`src/rtl/decode_queue_if.sv`:
```
// Fetch-side and execute-side handshake bundle for decode_queue, plus flush,
// occupancy and statistics. The slave modport is the queue, master is its environment.
interface decode_queue_if #(
  parameter int DEPTH = 4,
  parameter int PC_W  = 32
);
  localparam int CW = $clog2(DEPTH) + 1;

  logic            flush;
  logic            in_valid;
  logic            in_ready;
  logic [31:0]     in_instr;
  logic [PC_W-1:0] in_pc;
  logic            out_valid;
  logic            out_ready;
  logic [5:0]      out_op;
  logic [4:0]      out_rs;
  logic [4:0]      out_rt;
  logic [4:0]      out_rd;
  logic [4:0]      out_shamt;
  logic [31:0]     out_imm;
  logic [25:0]     out_addr;
  logic [PC_W-1:0] out_pc;
  logic            out_illegal;
  logic [CW-1:0]   count;
  logic [31:0]     stat_total;
  logic [15:0]     stat_illegal;

  modport master (
    output flush, in_valid, in_instr, in_pc, out_ready,
    input  in_ready, out_valid, out_op, out_rs, out_rt, out_rd, out_shamt,
           out_imm, out_addr, out_pc, out_illegal, count, stat_total, stat_illegal
  );

  modport slave (
    input  flush, in_valid, in_instr, in_pc, out_ready,
    output in_ready, out_valid, out_op, out_rs, out_rt, out_rd, out_shamt,
           out_imm, out_addr, out_pc, out_illegal, count, stat_total, stat_illegal
  );
endinterface

```
`src/rtl/decode_queue.sv`:
```
// decode_queue: decodes each fetched instruction at enqueue and buffers the record in a
// DEPTH-entry FIFO for execute. Define DECODE_STATS_EN to build push/illegal counters.
module decode_queue #(
  parameter int DEPTH = 4,
  parameter int PC_W  = 32
) (
  input logic           clk,
  input logic           rst,
  decode_queue_if.slave bus
);
  localparam int AW = $clog2(DEPTH);
  localparam int CW = AW + 1;

  typedef struct packed {
    logic [5:0]      op;
    logic [4:0]      rs;
    logic [4:0]      rt;
    logic [4:0]      rd;
    logic [4:0]      shamt;
    logic [31:0]     imm;
    logic [25:0]     addr;
    logic [PC_W-1:0] pc;
  } rec_t;

  function automatic rec_t decode(input logic [31:0] ins, input logic [PC_W-1:0] pc);
    rec_t       d;
    logic [5:0] op;
    logic [5:0] opc;
    logic [5:0] fn;
    logic       z_rs, z_rt, z_rd, z_sh;
    opc  = ins[31:26];
    fn   = ins[5:0];
    z_rs = (ins[25:21] == 5'd0);
    z_rt = (ins[20:16] == 5'd0);
    z_rd = (ins[15:11] == 5'd0);
    z_sh = (ins[10:6]  == 5'd0);
    op   = 6'd0;
    case (opc)
      6'h00: begin
        case (fn)
          6'h20: if (z_sh) op = 6'd1;
          6'h21: if (z_sh) op = 6'd2;
          6'h22: if (z_sh) op = 6'd3;
          6'h23: if (z_sh) op = 6'd4;
          6'h24: if (z_sh) op = 6'd5;
          6'h25: if (z_sh) op = 6'd6;
          6'h26: if (z_sh) op = 6'd7;
          6'h27: if (z_sh) op = 6'd8;
          6'h2A: if (z_sh) op = 6'd9;
          6'h2B: if (z_sh) op = 6'd10;
          6'h00: if (z_rs) op = 6'd11;
          6'h02: if (z_rs) op = 6'd12;
          6'h03: if (z_rs) op = 6'd13;
          6'h04: if (z_sh) op = 6'd14;
          6'h06: if (z_sh) op = 6'd15;
          6'h07: if (z_sh) op = 6'd16;
          6'h08: if (z_rt && z_rd && z_sh) op = 6'd17;
          6'h18: if (z_rd) op = 6'd32;
          6'h19: if (z_rd) op = 6'd33;
          6'h1A: if (z_rd && z_sh) op = 6'd34;
          6'h1B: if (z_rd) op = 6'd35;
          6'h12: if (z_rs && z_rt && z_sh) op = 6'd36;
          6'h10: if (z_rs && z_rt && z_sh) op = 6'd37;
          6'h11: if (z_rt && z_rd && z_sh) op = 6'd38;
          6'h13: if (z_rt && z_rd && z_sh) op = 6'd39;
          6'h09: if (z_rt) op = 6'd47;
          6'h0D: op = 6'd48;
          6'h0C: op = 6'd49;
          6'h34: op = 6'd50;
          default: ;
        endcase
      end
      6'h01: if (ins[20:16] == 5'd1) op = 6'd46;
      6'h08: op = 6'd18;
      6'h09: op = 6'd19;
      6'h0C: op = 6'd20;
      6'h0D: op = 6'd21;
      6'h0E: op = 6'd22;
      6'h0F: if (z_rs) op = 6'd23;
      6'h23: op = 6'd24;
      6'h2B: op = 6'd25;
      6'h04: op = 6'd26;
      6'h05: op = 6'd27;
      6'h0A: op = 6'd28;
      6'h0B: op = 6'd29;
      6'h02: op = 6'd30;
      6'h03: op = 6'd31;
      6'h20: op = 6'd40;
      6'h24: op = 6'd41;
      6'h21: op = 6'd42;
      6'h25: op = 6'd43;
      6'h28: op = 6'd44;
      6'h29: op = 6'd45;
      6'h10: begin
        if (ins == 32'h4200_0018)                                      op = 6'd51;
        else if (z_sh && fn == 6'h00 && ins[25:21] == 5'd0)            op = 6'd52;
        else if (z_sh && fn == 6'h00 && ins[25:21] == 5'd4)            op = 6'd53;
      end
      6'h1C: if (z_sh && fn == 6'h20) op = 6'd54;
      default: ;
    endcase

    d.op    = op;
    d.rs    = ins[25:21];
    d.rt    = (op == 6'd46) ? 5'd0 : ins[20:16];
    d.shamt = ins[10:6];
    d.addr  = ins[25:0];
    d.pc    = pc;
    if (op == 6'd31)
      d.rd = 5'd31;
    else if (op inside {[6'd1:6'd17], 6'd36, 6'd37, 6'd47, 6'd54})
      d.rd = ins[15:11];
    else
      d.rd = ins[20:16];
    if (op inside {6'd20, 6'd21, 6'd22})
      d.imm = {16'h0000, ins[15:0]};
    else if (op == 6'd23)
      d.imm = {ins[15:0], 16'h0000};
    else
      d.imm = {{16{ins[15]}}, ins[15:0]};
    return d;
  endfunction

  logic [CW-1:0] r_count;
  logic [AW-1:0] r_wr_ptr;
  logic [AW-1:0] r_rd_ptr;
  logic          r_in_ready;
  logic          r_out_valid;
  logic          r_out_illegal;
  rec_t          r_head;
  rec_t          r_mem [DEPTH];

  logic          w_push;
  logic          w_pop;
  logic          w_fwd;
  logic [CW-1:0] w_count_next;
  logic [AW-1:0] w_rd_next;
  rec_t          w_dec;
  rec_t          w_next_head;

  assign w_dec        = decode(bus.in_instr, bus.in_pc);
  assign w_push       = bus.in_valid && r_in_ready;
  assign w_pop        = bus.out_ready && r_out_valid;
  assign w_count_next = r_count + CW'(w_push) - CW'(w_pop);
  assign w_rd_next    = r_rd_ptr + AW'(w_pop);
  // Queue drains to nothing this edge, so the only possible new head is the word being pushed.
  assign w_fwd        = (r_count == CW'(w_pop));
  assign w_next_head  = w_fwd ? w_dec : r_mem[w_rd_next];

  always_ff @(posedge clk) begin
    if (w_push && !bus.flush)
      r_mem[r_wr_ptr] <= w_dec;
  end

  always_ff @(posedge clk or posedge rst) begin
    if (rst) begin
      r_count       <= '0;
      r_wr_ptr      <= '0;
      r_rd_ptr      <= '0;
      r_in_ready    <= 1'b0;
      r_out_valid   <= 1'b0;
      r_out_illegal <= 1'b0;
      r_head        <= '0;
    end else if (bus.flush) begin
      r_count     <= '0;
      r_wr_ptr    <= '0;
      r_rd_ptr    <= '0;
      r_in_ready  <= 1'b1;
      r_out_valid <= 1'b0;
    end else begin
      r_count     <= w_count_next;
      r_wr_ptr    <= r_wr_ptr + AW'(w_push);
      r_rd_ptr    <= w_rd_next;
      r_in_ready  <= (w_count_next < CW'(DEPTH));
      r_out_valid <= (w_count_next != '0);
      // Head fields only move when there is a real entry, so they hold across empty periods.
      if (w_count_next != '0) begin
        r_head        <= w_next_head;
        r_out_illegal <= (w_next_head.op == 6'd0);
      end
    end
  end

  assign bus.in_ready    = r_in_ready;
  assign bus.out_valid   = r_out_valid;
  assign bus.out_op      = r_head.op;
  assign bus.out_rs      = r_head.rs;
  assign bus.out_rt      = r_head.rt;
  assign bus.out_rd      = r_head.rd;
  assign bus.out_shamt   = r_head.shamt;
  assign bus.out_imm     = r_head.imm;
  assign bus.out_addr    = r_head.addr;
  assign bus.out_pc      = r_head.pc;
  assign bus.out_illegal = r_out_illegal;
  assign bus.count       = r_count;

`ifdef DECODE_STATS_EN
  logic [31:0] r_stat_total;
  logic [15:0] r_stat_illegal;

  always_ff @(posedge clk or posedge rst) begin
    if (rst) begin
      r_stat_total   <= '0;
      r_stat_illegal <= '0;
    end else if (w_push && !bus.flush) begin
      r_stat_total <= r_stat_total + 32'd1;
      if (w_dec.op == 6'd0 && r_stat_illegal != 16'hFFFF)
        r_stat_illegal <= r_stat_illegal + 16'd1;
    end
  end

  assign bus.stat_total   = r_stat_total;
  assign bus.stat_illegal = r_stat_illegal;
`else
  assign bus.stat_total   = '0;
  assign bus.stat_illegal = '0;
`endif
endmodule

```
`src/flat_wrapper.sv`:
```
// flat-port wrapper written by rule: the top's interface ports become plain ports
module decode_queue_flat 
#(
  parameter int DEPTH = 4,
  parameter int PC_W  = 32
)
  (clk, rst, bus_flush, bus_in_valid, bus_in_instr, bus_in_pc, bus_out_ready, bus_in_ready, bus_out_valid, bus_out_op, bus_out_rs, bus_out_rt, bus_out_rd, bus_out_shamt, bus_out_imm, bus_out_addr, bus_out_pc, bus_out_illegal, bus_count, bus_stat_total, bus_stat_illegal);
  decode_queue_if #(.DEPTH(DEPTH), .PC_W(PC_W)) bus_i ();
  input logic clk;
  input logic rst;
  input wire logic [$bits(bus_i.flush)-1:0] bus_flush;
  input wire logic [$bits(bus_i.in_valid)-1:0] bus_in_valid;
  input wire logic [$bits(bus_i.in_instr)-1:0] bus_in_instr;
  input wire logic [$bits(bus_i.in_pc)-1:0] bus_in_pc;
  input wire logic [$bits(bus_i.out_ready)-1:0] bus_out_ready;
  output wire logic [$bits(bus_i.in_ready)-1:0] bus_in_ready;
  output wire logic [$bits(bus_i.out_valid)-1:0] bus_out_valid;
  output wire logic [$bits(bus_i.out_op)-1:0] bus_out_op;
  output wire logic [$bits(bus_i.out_rs)-1:0] bus_out_rs;
  output wire logic [$bits(bus_i.out_rt)-1:0] bus_out_rt;
  output wire logic [$bits(bus_i.out_rd)-1:0] bus_out_rd;
  output wire logic [$bits(bus_i.out_shamt)-1:0] bus_out_shamt;
  output wire logic [$bits(bus_i.out_imm)-1:0] bus_out_imm;
  output wire logic [$bits(bus_i.out_addr)-1:0] bus_out_addr;
  output wire logic [$bits(bus_i.out_pc)-1:0] bus_out_pc;
  output wire logic [$bits(bus_i.out_illegal)-1:0] bus_out_illegal;
  output wire logic [$bits(bus_i.count)-1:0] bus_count;
  output wire logic [$bits(bus_i.stat_total)-1:0] bus_stat_total;
  output wire logic [$bits(bus_i.stat_illegal)-1:0] bus_stat_illegal;
  assign bus_i.flush = bus_flush;
  assign bus_i.in_valid = bus_in_valid;
  assign bus_i.in_instr = bus_in_instr;
  assign bus_i.in_pc = bus_in_pc;
  assign bus_i.out_ready = bus_out_ready;
  assign bus_in_ready = bus_i.in_ready;
  assign bus_out_valid = bus_i.out_valid;
  assign bus_out_op = bus_i.out_op;
  assign bus_out_rs = bus_i.out_rs;
  assign bus_out_rt = bus_i.out_rt;
  assign bus_out_rd = bus_i.out_rd;
  assign bus_out_shamt = bus_i.out_shamt;
  assign bus_out_imm = bus_i.out_imm;
  assign bus_out_addr = bus_i.out_addr;
  assign bus_out_pc = bus_i.out_pc;
  assign bus_out_illegal = bus_i.out_illegal;
  assign bus_count = bus_i.count;
  assign bus_stat_total = bus_i.stat_total;
  assign bus_stat_illegal = bus_i.stat_illegal;
  decode_queue #(.DEPTH(DEPTH), .PC_W(PC_W)) u_core (.clk(clk), .rst(rst), .bus(bus_i));
endmodule
```
`config.mk`:
```
export PLATFORM = sky130hd
export DESIGN_NAME = decode_queue_flat
export DESIGN_NICKNAME = d
export VERILOG_FILES = /design/src/rtl/decode_queue_if.sv /design/src/rtl/decode_queue.sv /design/src/flat_wrapper.sv
export SDC_FILE = /design/constraint.sdc
export NUM_CORES = 1
export LEC_CHECK = 0
export BUFFER_PORTS_ARGS = -buffer_cell sky130_fd_sc_hd__buf_2
export CAP_MARGIN = 20
export CORE_UTILIZATION = 50
export CTS_CLUSTER_SIZE = 16
export DETAILED_ROUTE_END_ITERATION = 16
export GPL_ROUTABILITY_DRIVEN = 0
export PLACE_DENSITY = 0.76
export SLEW_MARGIN = 20
export SYNTH_ARGS = -nofsm -noshare
export SYNTH_HDL_FRONTEND = slang
export SYNTH_SLANG_ARGS = --single-unit
```
`constraint.sdc`:
```
create_clock -name clk -period 12.34 [get_ports clk]
set_input_delay 3.702 -clock clk [delete_from_list [all_inputs] [get_ports clk]]
set_output_delay 3.702 -clock clk [all_outputs]
set_load 0.05 [all_outputs]
```
# Word-level counts from Yosys, hierarchy flattened
# Memories as Yosys holds them, arrays and structs flattened.
# Index checks and enable logic that the tools add are counted.
[word_totals]
ff_bits = 126
latch_bits = 0
mem_bits_rw = 464
mem_bits_ro = 0
input_bits = 69
out_inout_bits = 170
word_cells = 160
mem_count = 1
[classes]
addsub = 4
multipliers = 0
div_mod_pow = 0
order_cmp = 3
n_eq_ne = 65
shifts = 0
n_mux = 47
n_bitwise = 1
reduce_logical = 25
[memory_table]
columns = ["name", "depth", "width", "rd", "rd_clocked_by_memory_dff", "write_ports", "line", "text"]
rows = [
  ["u_core.r_mem", 4, 116, 1, 0, 1, "decode_queue.sv:131", "rec_t r_mem [DEPTH];"],
]
[ops]
columns = ["operator", "count"]
rows = [
  ["$pmux W6 S29", 1],
  ["$eq A6 B6 Y1 const B", 24],
  ["$pmux W6 S24", 1],
  ["$mux W116", 1],
  ["$eq A6 B5 Y1 const B", 15],
  ["$mux W6", 14],
  ["$eq A6 B4 Y1 const B", 12],
  ["$eq A32 B31 Y1 const B", 1],
  ["$mux W32", 1],
  ["$mux W4", 8],
  ["$mux W31", 1],
  ["$eq A6 B3 Y1 const B", 5],
  ["$mux W5", 6],
  ["$eq A6 B2 Y1 const B", 4],
  ["$logic_not A5 Y1", 4],
  ["$logic_not A6 Y1", 3],
  ["$mux W3", 5],
  ["$logic_and A1 B1 Y1", 13],
  ["$mux W2", 4],
  ["$eq A6 B1 Y1 const B", 1],
  ["$ge A6 B1 Y1 const B", 1],
  ["$le A6 B5 Y1 const B", 1],
  ["$reduce_bool A3 Y1", 2],
  ["$eq A5 B1 Y1 const B", 1],
  ["other kinds (11)", 16],
]

# Depth between registers and ports, before layout
# Gate-level depths: netlist of run 1.
[logic_depth]
word_depth = 14
mapped_depth = 13
ltp_nobuf = 11

# Least setup slack after synthesis of run 1
# No wires, ideal clock.
[synth_timing]
path_type = "in2reg"
start = "in bus_flush"
end = "mem u_core.r_mem[0][0] in the netlist's numbering (enable)"
setup_time_ns = 0.831
arrival_ns = 13.973
t_required_ns = 11.509
slack_ns = -2.463
path_stages = 2
n_path_buf = 1
path_cell_list = "clkbuf_1 -> nor4_1"
[synth_via]
elab_chain_len = 4
[synth_rtl]
columns = ["element", "line", "text"]
rows = [
  ["from (decl)", "flat_wrapper.sv:11", "input wire logic [$bits(bus_i.flush)-1:0] bus_flush;"],
  ["$logic_not A1 Y1", "decode_queue.sv:151", "if (w_push && !bus.flush)"],
  ["$logic_and A1 B1 Y1", "decode_queue.sv:151", ""],
  ["$mux W1", "decode_queue.sv:151", ""],
  ["$mux W1 (not written as such)", "decode_queue.sv:152", "r_mem[r_wr_ptr] <= w_dec;"],
  ["to (decl)", "decode_queue.sv:131", ""],
]
# No other way between the ends.

==> impl_metrics.toml, run 1 <==
[clock_tree]
cts.clk_slew.worst_paths_ps = 60
ctsLongestPathBuffers = 3
cts_root_buf = "clkbuf_16"
hold_buffers = 0
cts_num_sinks = 540
cts_buffers = 53
cts.repair.resized = 0
post_cts_buffers = 0
cts-htree-levels = 2
cts_tree = "yes"
insertion_delay_ps = 600

[critical_path]
cp_top_family = "simple AND/OR/NAND/NOR gates"
required_ps = 12680
critPathKind = "in -> reg"
worst-path-buf-inv = 1
slowest_stage = "or4_1"
slowest_delay_ps = 730
startpoint_type = "primary input"
cp_max_fo = 11
crit_chain = "buf_2 -> or4_1 -> or4b_1 -> nor4_2 -> nor2_1 -> nand3_1 -> o311ai_1 -> o311a_1 -> or2_1 -> o21ai_0"
endpoint_kind = "register"
worstPathArrival_ps = 7230

[logic_synthesis]
syn_area_um2 = 22400
avgSynthCellArea_um2 = 14.97
async_reset_ff_share_pct = 21.48
netlist_instances = 1496
synth-seq-area-share_pct = 69.80
synth_edf_count = 424
synth-main-ff-cell = "edfxtp_1"
synth-seq-cells = 540
yosys_warnings = 0
yosysUniqueCellTypes = 72

[drt]
routed_wl_mm = 51.39
drtIter0Drc = 1287
wl_met3_mm = 4.231
drc = 0
met1_length_mm = 20.63
drtAntennaViolNets = 0
routedWlPerCell_um = 22.49
wl_met2_mm = 25.51
viasPerCell = 5.883
vias = 13440
highest_layer = "met5"
drt_first_pass_iters = 6

[run_status]
status = "complete, no violations"

[global_routing]
antenna_found_initial = 2
grt_start_max_net_pins = 111
overflow = 0
grt_pass1_vias = 13480
grt_use_total_pct = 23.06
grt_pass1_wl_mm = 78.59

[timing]
maxSlewViolCount = 0
slew_headroom_pct = 26.67
finClkSkew_ps = 14.42
setup_violations = 0
fmax_mhz = 145.2
hold_viol_final = 0
fin_setup_tns_ps = 0
fin_crit_ps = 6889
period_share_pct = 55.82
rsz0062_at_grt = "false"
worst_pin_slew_ps = 1100

[layout]
antenna_cells = 0
drive_gt1_share_pct = 24.45
layout_common_cells = "edfxtp_1, nand2_1, buf_2, nor2_1, dfrtp_1"
layout_commonest_cell = "edfxtp_1"
postLayoutCellArea_um2 = 25380
syn_to_final_growth_pct = 13.31
layout.nets = 1722

[worst_hold_path]
hold_path_class = "reg -> reg"

[job]
drv_cap = 0

[floorplanning]
pin_count = 239
num_rows = 77
die_area_um2 = 45650
start_util_pct = 50.66
die_w_um = 213.7
die_y_um = 213.7
core_um2 = 44220

[placement]
place_hpwl_mm = 29.99
portBuffers = 190
placed_cell_area_um2 = 23680

[power]
power_leakage_nw = 9.012
peakVddDrop_mv = 0.2986
p_per_area_nw_per_um2 = 260.8
## report_power, final
part	internal, mW	switching (mW)	leakage, nW
Clock	0.891	0.680	0.826
Sequential	2.26	0.151	5.17
Combinational	0.758	1.88	3.01
## state kept, by name (all words and copies together), names as in the netlist
signal                  count
u_core.r_mem              424
u_core.bus.out_valid        1
u_core.bus.out_illegal      1
u_core.bus.in_ready         1
u_core.bus.out_addr        26
u_core.bus.count            3
u_core.bus.out_op           6
u_core.bus.out_rt           5
u_core.bus.out_rd           5
u_core.r_wr_ptr             2
u_core.bus.out_pc          32
u_core.r_rd_ptr             2
u_core.bus.out_imm         32
## layer usage
| metal | global-route usage (%) | up-vias |
|---|---|---|
| li1 | - | 5855 |
| met1 | 31.24 | 6835 |
| met2 | 38.60 | 646 |
| met3 | 4.335 | 102 |
| met4 | 5.936 | 4 |
| met5 | 0 | - |
## area by class of cell
class                   instances  area, um^2
clock inverters                29       251.5
clock buffers                  71        1445
flip-flops and latches        540       15640
inverters                      12       51.30
multi-input cells             833        6167
fillers                      3331       18840
well taps                     592       740.7
repair buffers                208        1090
## cell usage after synthesis, types with 4 or more instances
library cell | count | share of area, %
mux4_2 | 106 | 11
o21a_1 | 4 | 0.13
nand3_1 | 8 | 0.18
o31ai_1 | 8 | 0.27
nand2_1 | 235 | 3.9
o21ai_0 | 17 | 0.38
mux2i_1 | 5 | 0.22
nand2b_1 | 5 | 0.14
nor4_1 | 8 | 0.22
nor3_1 | 8 | 0.18
inv_1 | 11 | 0.18
nor2b_1 | 24 | 0.67
dfrtp_1 | 116 | 13
clkbuf_1 | 85 | 1.4
or4_1 | 5 | 0.17
nor2_1 | 141 | 2.4
nor4b_1 | 4 | 0.16
buf_4 | 58 | 1.9
o311a_1 | 6 | 0.27
buf_1 | 12 | 0.20
nand3b_1 | 4 | 0.13
or3_1 | 6 | 0.17
and2_1 | 6 | 0.17
edfxtp_1 | 424 | 57
a21oi_1 | 21 | 0.47
a31oi_1 | 96 | 2.7
ha_1 | 4 | 0.22
## logic make-up after synthesis
logic type | synth area share, %
adder cells (fa/ha/maj) | 0.3128
buffers and inverters | 3.871
other | 0.01674
multiplexers | 10.88
flip-flops | 69.80
XOR/XNOR | 0.1564
AND/OR/NAND/NOR | 9.429
AO/OA/AOI/OAI | 5.536
## metrics by stage
stage / instances / worst slack (ps) / util [%] / hold WS (ps) / power [mW]
detailed placement: 2185 / 5016 / 53.55 / 531.3 / 5.104
CTS: 2285 / 5636 / 57.39 / 548.5 / 6.681
global route: 2285 / 5323 / 57.39 / 571.2 / 6.953
global placement: 2185 / 5199 / 53.55 / 518.5 / 5.055
finish: 2285 / 5451 / 57.39 / 545.7 / 6.619
floorplan: 1543 / 1997 / - / 569.3 / 4.441
## worst register-to-register path, delay by kind of cell (launching register included)
kind            cells  cell delay (ps)
buf+inv             2              910
simple gates        2              410
xor+xnor            2              310
flops               1              370
compound gates      2              550
fa+ha+maj           3              900
## worst paths after layout
kind                                        from                endpoint  slack [ps]  cells after the start
setup / recovery                 bus_in_instr[9]     u_core.r_mem[1][99]        5450                     10
hold / removal             u_core.bus.out_pc[29]   u_core.bus.out_pc[29]         550                      2
setup reg to reg            u_core.bus.out_valid  u_core.bus.out_imm[15]        8800                     11
hold reg to reg            u_core.bus.out_pc[29]   u_core.bus.out_pc[29]         550                      2
max in group asynchronous                    rst   u_core.bus.out_imm[2]        7850                      3
min in group asynchronous                    rst   u_core.bus.out_pc[21]        3190                      2
(Power assumes the default switching activity.)
==> run 2, diff against run 1 <==
PLACE_DENSITY = 0.78   (was 0.76)
clock period = 5.6 ns   (was 12.34 ns; I/O delays follow)
==> run 2 against run 1 <==
  * Register-to-register slack lost 6400 ps
  * Count of clock-buffer cells in the layout down 9
  * Power grew 120%
  * Core utilization is 0.19 points higher
  * Largest cell class unchanged
  * Global-route usage grew 0.14 points
  * Setup slack worse by 4600 ps
  * Largest power group unchanged
==> impl_metrics.toml, run 2 (synthesis gave the netlist of run 1 again) <==
[clock_tree]
ctsLongestPathBuffers = 3
cts_buffers = 52
cts-htree-levels = 2
cts_num_sinks = 540
hold_buffers = 0
cts.clk_slew.worst_paths_ps = 60
cts_root_buf = "clkbuf_16"
insertion_delay_ps = 600
post_cts_buffers = 0
cts_tree = "yes"
cts.repair.resized = 0

[global_routing]
grt.busiest_layer = "met2"
grt_pass1_wl_mm = 79.40
grt_start_max_net_pins = 107
grt_pass1_vias = 13480
antenna_found_initial = 0
use_met2_pct = 39.26
use_met3_pct = 4.467
overflow = 0
grt_util_met1_pct = 30.03
grt_use_total_pct = 23.19

[layout]
multi_input_area_um2 = 6183
syn_to_final_growth_pct = 13.68
antenna_cells = 0
largest_register_ffs = 424
fillers = 3367
drive_gt1_share_pct = 25.06
regMostFlops = "u_core.r_mem"
layout_commonest_cell = "edfxtp_1"
fin_cells = 2284
layout.nets = 1725
final_util_pct = 57.59
layout_common_cells = "edfxtp_1, nand2_1, buf_2, nor2_1, dfrtp_1"
regArea_um2 = 15640

[drt]
routed_wl_mm = 51.78
routedWlPerCell_um = 22.67
drt_first_pass_iters = 5
drtIter0Drc = 1367
drc = 0
vias = 13370
viasPerCell = 5.852
drtAntennaViolNets = 0

[timing]
finClkSkew_ps = 31.12
rsz0062_at_grt = "false"
fin_setup_tns_ps = 0
slew_headroom_pct = 41.54
maxSlewViolCount = 0
period_share_pct = 84.42
fin_crit_ps = 4728
hold_viol_final = 0
fmax_mhz = 211.5
setup_violations = 0
worst_pin_slew_ps = 877.0

[power]
peakVddDrop_mv = 0.4778
power_leakage_nw = 9.046
p_per_area_nw_per_um2 = 572.6

[floorplanning]
die_y_um = 213.7
start_util_pct = 50.66
num_rows = 77
die_area_um2 = 45650
die_w_um = 213.7
pin_count = 239
core_um2 = 44220

[critical_path]
required_ps = 5930
worstPathArrival_ps = 5060
reg2reg_slack_ps = 2420
cp_max_fo = 11
crit_chain = "buf_2 -> or4_1 -> or4b_1 -> nor4_2 -> nor2_1 -> nand3_1 -> o311ai_1 -> o311a_1 -> or2_1 -> o21ai_0"
reg2reg_to = "u_core.bus.out_imm[26]"
cp_top_family = "simple AND/OR/NAND/NOR gates"
critPathKind = "in -> reg"
timing.rr.start = "u_core.bus.out_valid"
slowest_delay_ps = 720
slowest_stage = "or4_1"
endpoint_kind = "register"
startpoint_type = "primary input"
worst-path-buf-inv = 1
worstRegToRegCells = 12

[placement]
place_inst = 2189
place_hpwl_mm = 30.67
portBuffers = 190

[worst_hold_path]
hold_path_class = "reg -> reg"
hp-start = "u_core.bus.out_pc[31]"
min_to = "u_core.bus.out_pc[31]"
hold_depth = 2

[job]
drv_cap = 0

[run_status]
status = "complete, no violations"
## run 2: routing by layer
| layer | vias to the layer above | wire length (um) |
|---|---|---|
| met2 | 629 | 25760 |
| met3 | 106 | 4046 |
| li1 | 5870 | - |
| met1 | 6762 | 20480 |
| met4 | 0 | 1494 |
| met5 | - | 0 |
## run 2: layout make-up
class                           count  share of cell area, %
Tap cell                          592                  2.909
Multi-Input combinational cell    833                  24.28
Clock buffer                       62                  5.380
Clock inverter                     33                 0.9581
Inverter                           12                 0.2014
Timing Repair Buffer              212                  4.874
Sequential cell                   540                  61.40
## run 2: through the flow
step                      hold WS, ps  instance area [um^2]  worst slack, ps  power (mW)
after detailed placement        529.2                 23850            371.9       11.37
after CTS                       549.4                 25470            960.4       14.73
after floorplan                 617.7                 22610           -60.09       9.781
after global placement          516.6                 23850            503.9       11.23
final                           541.1                 25470            872.2       14.58
after global routing            567.7                 25470            658.9       15.31
## run 2: worst max-delay path by stage
stage | startpoint | cells after the start | slack, ps | endpoint
2_1_floorplan | bus_in_valid | 2 | -60 | u_core.r_mem[0][0]
3_3_place_gp | bus_in_instr[9] | 11 | 500 | u_core.r_mem[0][95]
3_5_place_dp | bus_in_instr[9] | 10 | 370 | u_core.r_mem[3][99]
4_1_cts | bus_in_instr[9] | 10 | 960 | u_core.r_mem[0][99]
5_1_grt | bus_in_instr[9] | 10 | 660 | u_core.r_mem[3][95]
6_report | bus_in_instr[9] | 10 | 870 | u_core.r_mem[0][96]
## run 2: worst reg2reg max path: stages, from the launching register on
cell     delay (ps)
dfrtp_1         370
and2_1          180
ha_1            280
inv_1            60
ha_1            200
fa_1            410
xnor2_1         210
xnor2_1         140
a21oi_4         160
buf_12          300
buf_4           440
nor2_1          110
a31oi_1         200
## run 2: report_power, final
part	leakage, nW	switching [mW]	internal, mW
logic	3.07	4.19	1.75
registers	5.17	0.313	4.97
clock network	0.807	1.47	1.88
total	9.05	5.97	8.61
